## src/rtl/riscv_wb_pkg.sv

```systemverilog
// rtl/riscv_wb_pkg.sv - shared types and constants for the register-file write-back controller
// Contents:
//   REG_ADDR_W, NUM_REGS : register address width and register count
//   WB_DATA_W            : default write-data width used by wb_req_t
//   wb_req_t             : one write-port request (enable, address, data)
//   is_x0()              : true when a destination is the hard-wired zero register
package riscv_wb_pkg;

   localparam int REG_ADDR_W = 5;
   localparam int NUM_REGS   = 32;
   localparam int WB_DATA_W  = 32;

   typedef struct packed {
      logic                  we;
      logic [REG_ADDR_W-1:0] rd;
      logic [WB_DATA_W-1:0]  data;
   } wb_req_t;

   function automatic logic is_x0(input logic [REG_ADDR_W-1:0] rd);
      return (rd == '0);
   endfunction

endpackage

```

## src/rtl/rd_tag_fifo.sv

```systemverilog
// rtl/rd_tag_fifo.sv - in-order FIFO of destination tags for outstanding loads
// Ports:
//   clk, rst_n  : clock, asynchronous active-low reset
//   push, tag_in: write tag_in at the tail (caller guarantees not full)
//   pop         : drop the head entry (caller guarantees not empty)
//   count       : number of valid entries, 0..DEPTH
//   head        : tag at the head of the queue
//   tags        : all storage slots, slot i at [i*5 +: 5]
//   valid       : per-slot valid flag, derived from rd_ptr and count
module rd_tag_fifo
   import riscv_wb_pkg::*;
#(
   parameter  int DEPTH = 4,
   localparam int PW    = $clog2(DEPTH)
) (
   input  logic                        clk,
   input  logic                        rst_n,
   input  logic                        push,
   input  logic [REG_ADDR_W-1:0]       tag_in,
   input  logic                        pop,
   output logic [PW:0]                 count,
   output logic [REG_ADDR_W-1:0]       head,
   output logic [DEPTH*REG_ADDR_W-1:0] tags,
   output logic [DEPTH-1:0]            valid
);

   logic [REG_ADDR_W-1:0] mem [DEPTH];
   logic [PW-1:0]         rd_ptr;
   logic [PW-1:0]         wr_ptr;

   // Pointers wrap naturally because DEPTH is a power of two.
   always_ff @(posedge clk or negedge rst_n) begin
      if (!rst_n) begin
         rd_ptr <= '0;
         wr_ptr <= '0;
         count  <= '0;
      end else begin
         if (push) wr_ptr <= wr_ptr + 1'b1;
         if (pop)  rd_ptr <= rd_ptr + 1'b1;
         count <= count + (PW+1)'(push) - (PW+1)'(pop);
      end
   end

   // Storage needs no reset: slots are only observed through valid.
   always_ff @(posedge clk) begin
      if (push) mem[wr_ptr] <= tag_in;
   end

   assign head = mem[rd_ptr];

   // A slot is live when its distance from the head is below count.
   always_comb begin
      logic [PW-1:0] offset;
      valid = '0;
      tags  = '0;
      for (int i = 0; i < DEPTH; i++) begin
         offset   = PW'(i) - rd_ptr;
         valid[i] = ({1'b0, offset} < count);
         tags[i*REG_ADDR_W +: REG_ADDR_W] = mem[i];
      end
   end

endmodule

```

## src/rtl/regfile_wb_ctrl.sv

```systemverilog
// rtl/regfile_wb_ctrl.sv - single write-port owner merging ALU results and in-order load returns
// Ports:
//   clk, rst_n                         : clock, asynchronous active-low reset
//   ld_issue_valid/rd/ready            : load issue handshake, pushes destination tag
//   cache_resp_valid/data/ready        : load data return, pops head tag, wins the write port
//   alu_valid/rd/data/ready            : ALU result, lower priority, stalls on busy destination
//   busy                               : per-register pending-load scoreboard (bit 0 always 0)
//   WE3, A3, WD3                       : registered register-file write port
module regfile_wb_ctrl
   import riscv_wb_pkg::*;
#(
   parameter int N_Bits = 32,
   parameter int DEPTH  = 4
) (
   input  logic                  clk,
   input  logic                  rst_n,
   input  logic                  ld_issue_valid,
   input  logic [REG_ADDR_W-1:0] ld_issue_rd,
   output logic                  ld_issue_ready,
   input  logic                  cache_resp_valid,
   input  logic [N_Bits-1:0]     cache_resp_data,
   output logic                  cache_resp_ready,
   input  logic                  alu_valid,
   input  logic [REG_ADDR_W-1:0] alu_rd,
   input  logic [N_Bits-1:0]     alu_data,
   output logic                  alu_ready,
   output logic [NUM_REGS-1:0]   busy,
   output logic                  WE3,
   output logic [REG_ADDR_W-1:0] A3,
   output logic [N_Bits-1:0]     WD3
);

   localparam int PW = $clog2(DEPTH);

   logic [PW:0]                 count;
   logic [REG_ADDR_W-1:0]       head;
   logic [DEPTH*REG_ADDR_W-1:0] tags;
   logic [DEPTH-1:0]            valid;
   logic                        ld_push;
   logic                        ld_hs;
   logic                        alu_hs;

   // Readiness comes from registered count only, so a same-cycle pop
   // never opens a slot in a full FIFO.
   assign ld_issue_ready   = (count < (PW+1)'(DEPTH));
   assign cache_resp_ready = (count != '0);

   assign ld_push = ld_issue_valid & ld_issue_ready;
   assign ld_hs   = cache_resp_valid & cache_resp_ready;

   // Load data has priority; an ALU write behind a pending load to the
   // same register must wait so the older load cannot overwrite it.
   assign alu_ready = !ld_hs & !busy[alu_rd];
   assign alu_hs    = alu_valid & alu_ready;

   rd_tag_fifo #(.DEPTH(DEPTH)) u_tag_fifo (
      .clk    (clk),
      .rst_n  (rst_n),
      .push   (ld_push),
      .tag_in (ld_issue_rd),
      .pop    (ld_hs),
      .count  (count),
      .head   (head),
      .tags   (tags),
      .valid  (valid)
   );

   always_comb begin
      busy = '0;
      for (int i = 0; i < DEPTH; i++) begin
         if (valid[i]) busy[tags[i*REG_ADDR_W +: REG_ADDR_W]] = 1'b1;
      end
      busy[0] = 1'b0;
   end

   // Address/data follow every grant; the enable is suppressed for x0.
   always_ff @(posedge clk or negedge rst_n) begin
      if (!rst_n) begin
         WE3 <= 1'b0;
         A3  <= '0;
         WD3 <= '0;
      end else if (ld_hs) begin
         WE3 <= !is_x0(head);
         A3  <= head;
         WD3 <= cache_resp_data;
      end else if (alu_hs) begin
         WE3 <= !is_x0(alu_rd);
         A3  <= alu_rd;
         WD3 <= alu_data;
      end else begin
         WE3 <= 1'b0;
      end
   end

endmodule

```

## config.mk

```make
export PLATFORM = sky130hd
export DESIGN_NAME = regfile_wb_ctrl
export DESIGN_NICKNAME = d
export VERILOG_FILES = /design/src/rtl/riscv_wb_pkg.sv /design/src/rtl/rd_tag_fifo.sv /design/src/rtl/regfile_wb_ctrl.sv
export SDC_FILE = /design/constraint.sdc
export NUM_CORES = 1
export LEC_CHECK = 0
export BUFFER_PORTS_ARGS = -buffer_cell sky130_fd_sc_hd__buf_2
export CAP_MARGIN = 25
export CORE_UTILIZATION = 56
export CTS_CLUSTER_SIZE = 28
export DETAILED_ROUTE_END_ITERATION = 8
export PLACE_DENSITY_LB_ADDON = 0.25
export SLEW_MARGIN = 15
export SYNTH_ARGS = -nofsm -noshare
export SYNTH_HDL_FRONTEND = slang
export SYNTH_SLANG_ARGS = --single-unit
```

## constraint.sdc

```tcl
create_clock -name clk -period 9.7 [get_ports clk]
set_input_delay 1.455 -clock clk [delete_from_list [all_inputs] [get_ports clk]]
set_output_delay 1.455 -clock clk [all_outputs]
set_load 0.005 [all_outputs]
```

==> tab_implementation.tex <==
\begin{tabular}{lr}
\hline
Metric & Value \\
\hline
\multicolumn{2}{l}{\textbf{Floorplan}} \\
I/O pin count & 152 \\
Cell row count & 33 \\
Starting density of the core & 0.587 \\
Die X & 95.5 microns \\
Die footprint & 9120 sq um \\
DIE HEIGHT & 95.5 microns \\
Floorplan Core Area & 8340 sq um \\
\multicolumn{2}{l}{\textbf{Yosys}} \\
Warnings, synthesis & 0 \\
Ranking of synthesized cells by area & dfrtp\_1 (23\%), edfxtp\_1 (12\%), nand2\_1 (9.9\%) \\
Most used flip-flop cell after synthesis & dfrtp\_1 \\
Portion of the post-synthesis area used by sequential elements & 0.353 \\
Post-synthesis sequential element count & 65 \\
Number of enable-type register cells in the synthesized netlist & 20 \\
Post-synth cell types & 64 \\
Post-synthesis instance area & 4890 sq um \\
Net count after synthesis & 676 \\
Synthesized instance count & 586 \\
Asr flop ratio synth & 0.692 \\
Avg Inst Size Synth & 8.35 sq um \\
Yosys top cell area share & 0.230 \\
Most area-hungry cell type in the Yosys netlist & dfrtp\_1 \\
\multicolumn{2}{l}{\textbf{Routing}} \\
Vias per cell & 6.79 \\
Count of antenna-violating nets left after detailed routing & 0 \\
Drt total wl & 18,800 microns \\
Initial DRC Count & 785 \\
Vias & 5,619 \\
Detailed-routing iteration count for the pre-antenna-repair pass & 6 \\
Final routed DRC violation total & 0 \\
Routed len/inst & 22.7 microns \\
\multicolumn{2}{l}{\textbf{Clock network}} \\
Inserted Clock Buffers & 9 \\
Clock input transition at the sequential cells of the worst setup and hold paths & 0.08 ns \\
Clock Sinks & 65 \\
Count of hold-fix buffers inserted at cts & 0 \\
Maximum buffer depth of the clock tree & 2 \\
PostCTS Resize Cnt & 0 \\
Count of H-tree levels built during CTS & 3 \\
Post-CTS Setup Inserts & 0 \\
Clock tree root driver cell & clkbuf\_8 \\
Clk\_lat worst skew & 0.35 ns \\
CTS tree & done \\
\multicolumn{2}{l}{\textbf{Placement}} \\
DP Wirelength & 13,700 microns \\
Buffers on Ports & 150 \\
Final estimated routing congestion in global placement & 1.05 \\
Placement-stage worst setup slack & 4.91 ns \\
\multicolumn{2}{l}{\textbf{Critical path}} \\
Launching point of the worst reg2reg path & u\_tag\_fifo.rd\_ptr[0] \\
Critical path start-end classification & reg -> out \\
Launching element type of the critical path & register \\
Arrival time worst endpoint & 3.92 ns \\
Capturing element type of the critical path & output port \\
Capturing element of the worst setup path & alu\_ready \\
Endpoint of the most critical register-to-register path & WD3[10] \\
Worst Path Required & 8.25 ns \\
Reg-to-reg setup timing slack & 4.91 ns \\
Worst reg-to-reg path cell count & 12 \\
Highest net fanout along the worst path & 14 \\
Crit path from & u\_tag\_fifo.rd\_ptr[0] \\
\multicolumn{2}{l}{\textbf{Timing}} \\
Number of slew-limit violations in the final report & 0 \\
Clock tree skew after final layout & 0.0116 ns \\
Final period demand of the worst path & 5.37 ns \\
Normalized max-slew margin & 0.448 \\
Worst path setup slack after routing & 4.33 ns \\
Unrepaired setup endpoints after global routing & false \\
Least-Margin Pin Slew & 0.827 ns \\
Final critical-path share of the clock period & 0.554 \\
Max Freq & 0.186 GHz \\
Final Hold Vio Count & 0 \\
Final setup violation count & 0 \\
Setup TNS after final layout & 0 ns \\
\multicolumn{2}{l}{\textbf{Power and ir drop}} \\
Clock Power Share & 0.157 \\
Switching Fraction & 0.465 \\
Switching component of the power & 667 uW \\
Cell internal pwr & 766 uW \\
Total power & 1.43 mW \\
Combinational Power Share & 0.522 \\
Reported leakage power & 2.66 nW \\
Maximum ir drop on the vdd rail & 0.000193 V \\
Power per cell area & 245 nW/um\^{}2 \\
Part of the total power dissipated in sequential elements & 0.321 \\
\multicolumn{2}{l}{\textbf{Global route}} \\
Number of antenna violations at the first check in global routing & 0 \\
Global routing met3 resource utilization & 0.115 \\
First-pass GRT wire length & 28,000 microns \\
Grt ovf & 0 \\
GR Layer Usage met2 & 0.620 \\
Busiest grt layer & met2 \\
Pin count of the biggest net entering global routing & 46 \\
Gr usage total & 0.415 \\
M1 GR Usage & 0.558 \\
Vias in the first global route & 5,110 \\
\multicolumn{2}{l}{\textbf{Min path}} \\
Min-delay worst type & reg -> reg \\
\multicolumn{2}{l}{\textbf{Layout}} \\
Total area of sequential cells & 1730 sq um \\
Layout Utilization & 0.701 \\
Total inserted antenna cells & 0 \\
Share of cells above drive strength 1 & 0.296 \\
Area overhead of the layout relative to synthesis & 19.5\% \\
Combined area of the multi-input logic cells & 2890 sq um \\
Fill count & 645 \\
Final \#Nets & 807 \\
\multicolumn{2}{l}{\textbf{Outcome}} \\
Run status & finished clean \\
\multicolumn{2}{l}{\textbf{Run}} \\
Total of max-cap violations & 0 \\
\hline
\end{tabular}
-- per-stage QoR --
step	instance area [sq um]	cells	hold slack, ns
finish	5850	827	0.549
global route	5850	827	0.567
CTS	5830	826	0.551
detailed placement	5640	810	0.534
global placement	5640	810	0.517
floorplan	4890	586	0.502
-- how the worst min path moves through the flow --
stage,startpoint,slack [ns],end,cells past startpoint
detailed placement,u_tag_fifo.count[1],0.53,u_tag_fifo.count[2],1
global placement,u_tag_fifo.count[1],0.52,u_tag_fifo.count[2],1
floorplan,u_tag_fifo.count[1],0.50,u_tag_fifo.count[2],1
CTS,WD3[29],0.55,WD3[29],2
finish,WD3[31],0.55,WD3[31],2
global route,WD3[31],0.57,WD3[31],2
-- state kept, by name (all words and copies together), names as in the netlist --
| register | cells |
|---|---|
| WD3 | 32 |
| u_tag_fifo.mem | 20 |
| A3 | 5 |
| u_tag_fifo.count | 3 |
| u_tag_fifo.rd_ptr | 2 |
| u_tag_fifo.wr_ptr | 2 |
| WE3 | 1 |
-- worst max-delay path, cell delays in order, from the launching register on --
cell and delay [ns]:
dfrtp_1 0.68, xnor2_1 0.20, ha_1 0.32, nand2b_1 0.12, o211ai_2 0.60, nor2_1 0.14, a2111oi_0 0.67, a2111oi_0 0.16
o21a_1 0.21, a31oi_1 0.20, a31o_2 0.13, buf_2 0.12
-- cell usage after synthesis, types with 12 or more instances --
master,n
o211ai_2,13
nor2b_1,19
inv_1,23
nor2_1,38
dfrtp_1,45
o22ai_1,32
nor3_1,13
buf_2,12
clkbuf_1,18
o211ai_1,29
edfxtp_1,20
o21ai_0,42
nand2_1,129
nand2b_1,12
-- power by group through the flow --
| stage | registers (mW) | logic [mW] | clock network, mW |
|---|---|---|---|
| floorplan | 0.430 | 0.476 | 0 |
| global placement | 0.449 | 0.688 | 0 |
| detailed placement | 0.458 | 0.710 | 0 |
| CTS | 0.455 | 0.723 | 0.226 |
| global route | 0.469 | 0.803 | 0.239 |
| finish | 0.460 | 0.748 | 0.225 |
-- layer usage --
metal,vias up,wire length [microns]
met5,-,0
met3,101,2360
met1,2610,6980
li1,2400,-
met4,0,845
met2,508,8600
-- cell usage in the layout, fill, tap and decap left out, types with 11 or more instances in the layout --
cell type  netlist  routed
nor2b_1         19      19
inv_1           23      23
dfrtp_1         45      45
nand2_1        129     129
nand3_1         11      11
clkbuf_8         0      11
o211ai_1        29      29
o22ai_1         32      32
o21ai_0         42      42
edfxtp_1        20      20
nor3_1          13      13
nand2b_1        12      12
buf_2           12     150
o211ai_2        13      13
a211o_1         11      11
nor2_1          38      38
-- layout make-up --
class                      count  share of cell area
timing repair buffer         158               0.141
clock buffer                  11              0.0259
inverter                      24              0.0154
sequential                    65               0.295
tap                          105              0.0225
multi-input combinational    459               0.494
clock inverter                 5             0.00620
-- cell families after synthesis --
group,synth area share
simple gates,0.259
compound gates,0.264
flops,0.353
buf+inv,0.0606
fa+ha+maj,0.0297
xor+xnor,0.0107
mux,0.0230
other cells,0.000766
Power figures use the tool's default switching activity.
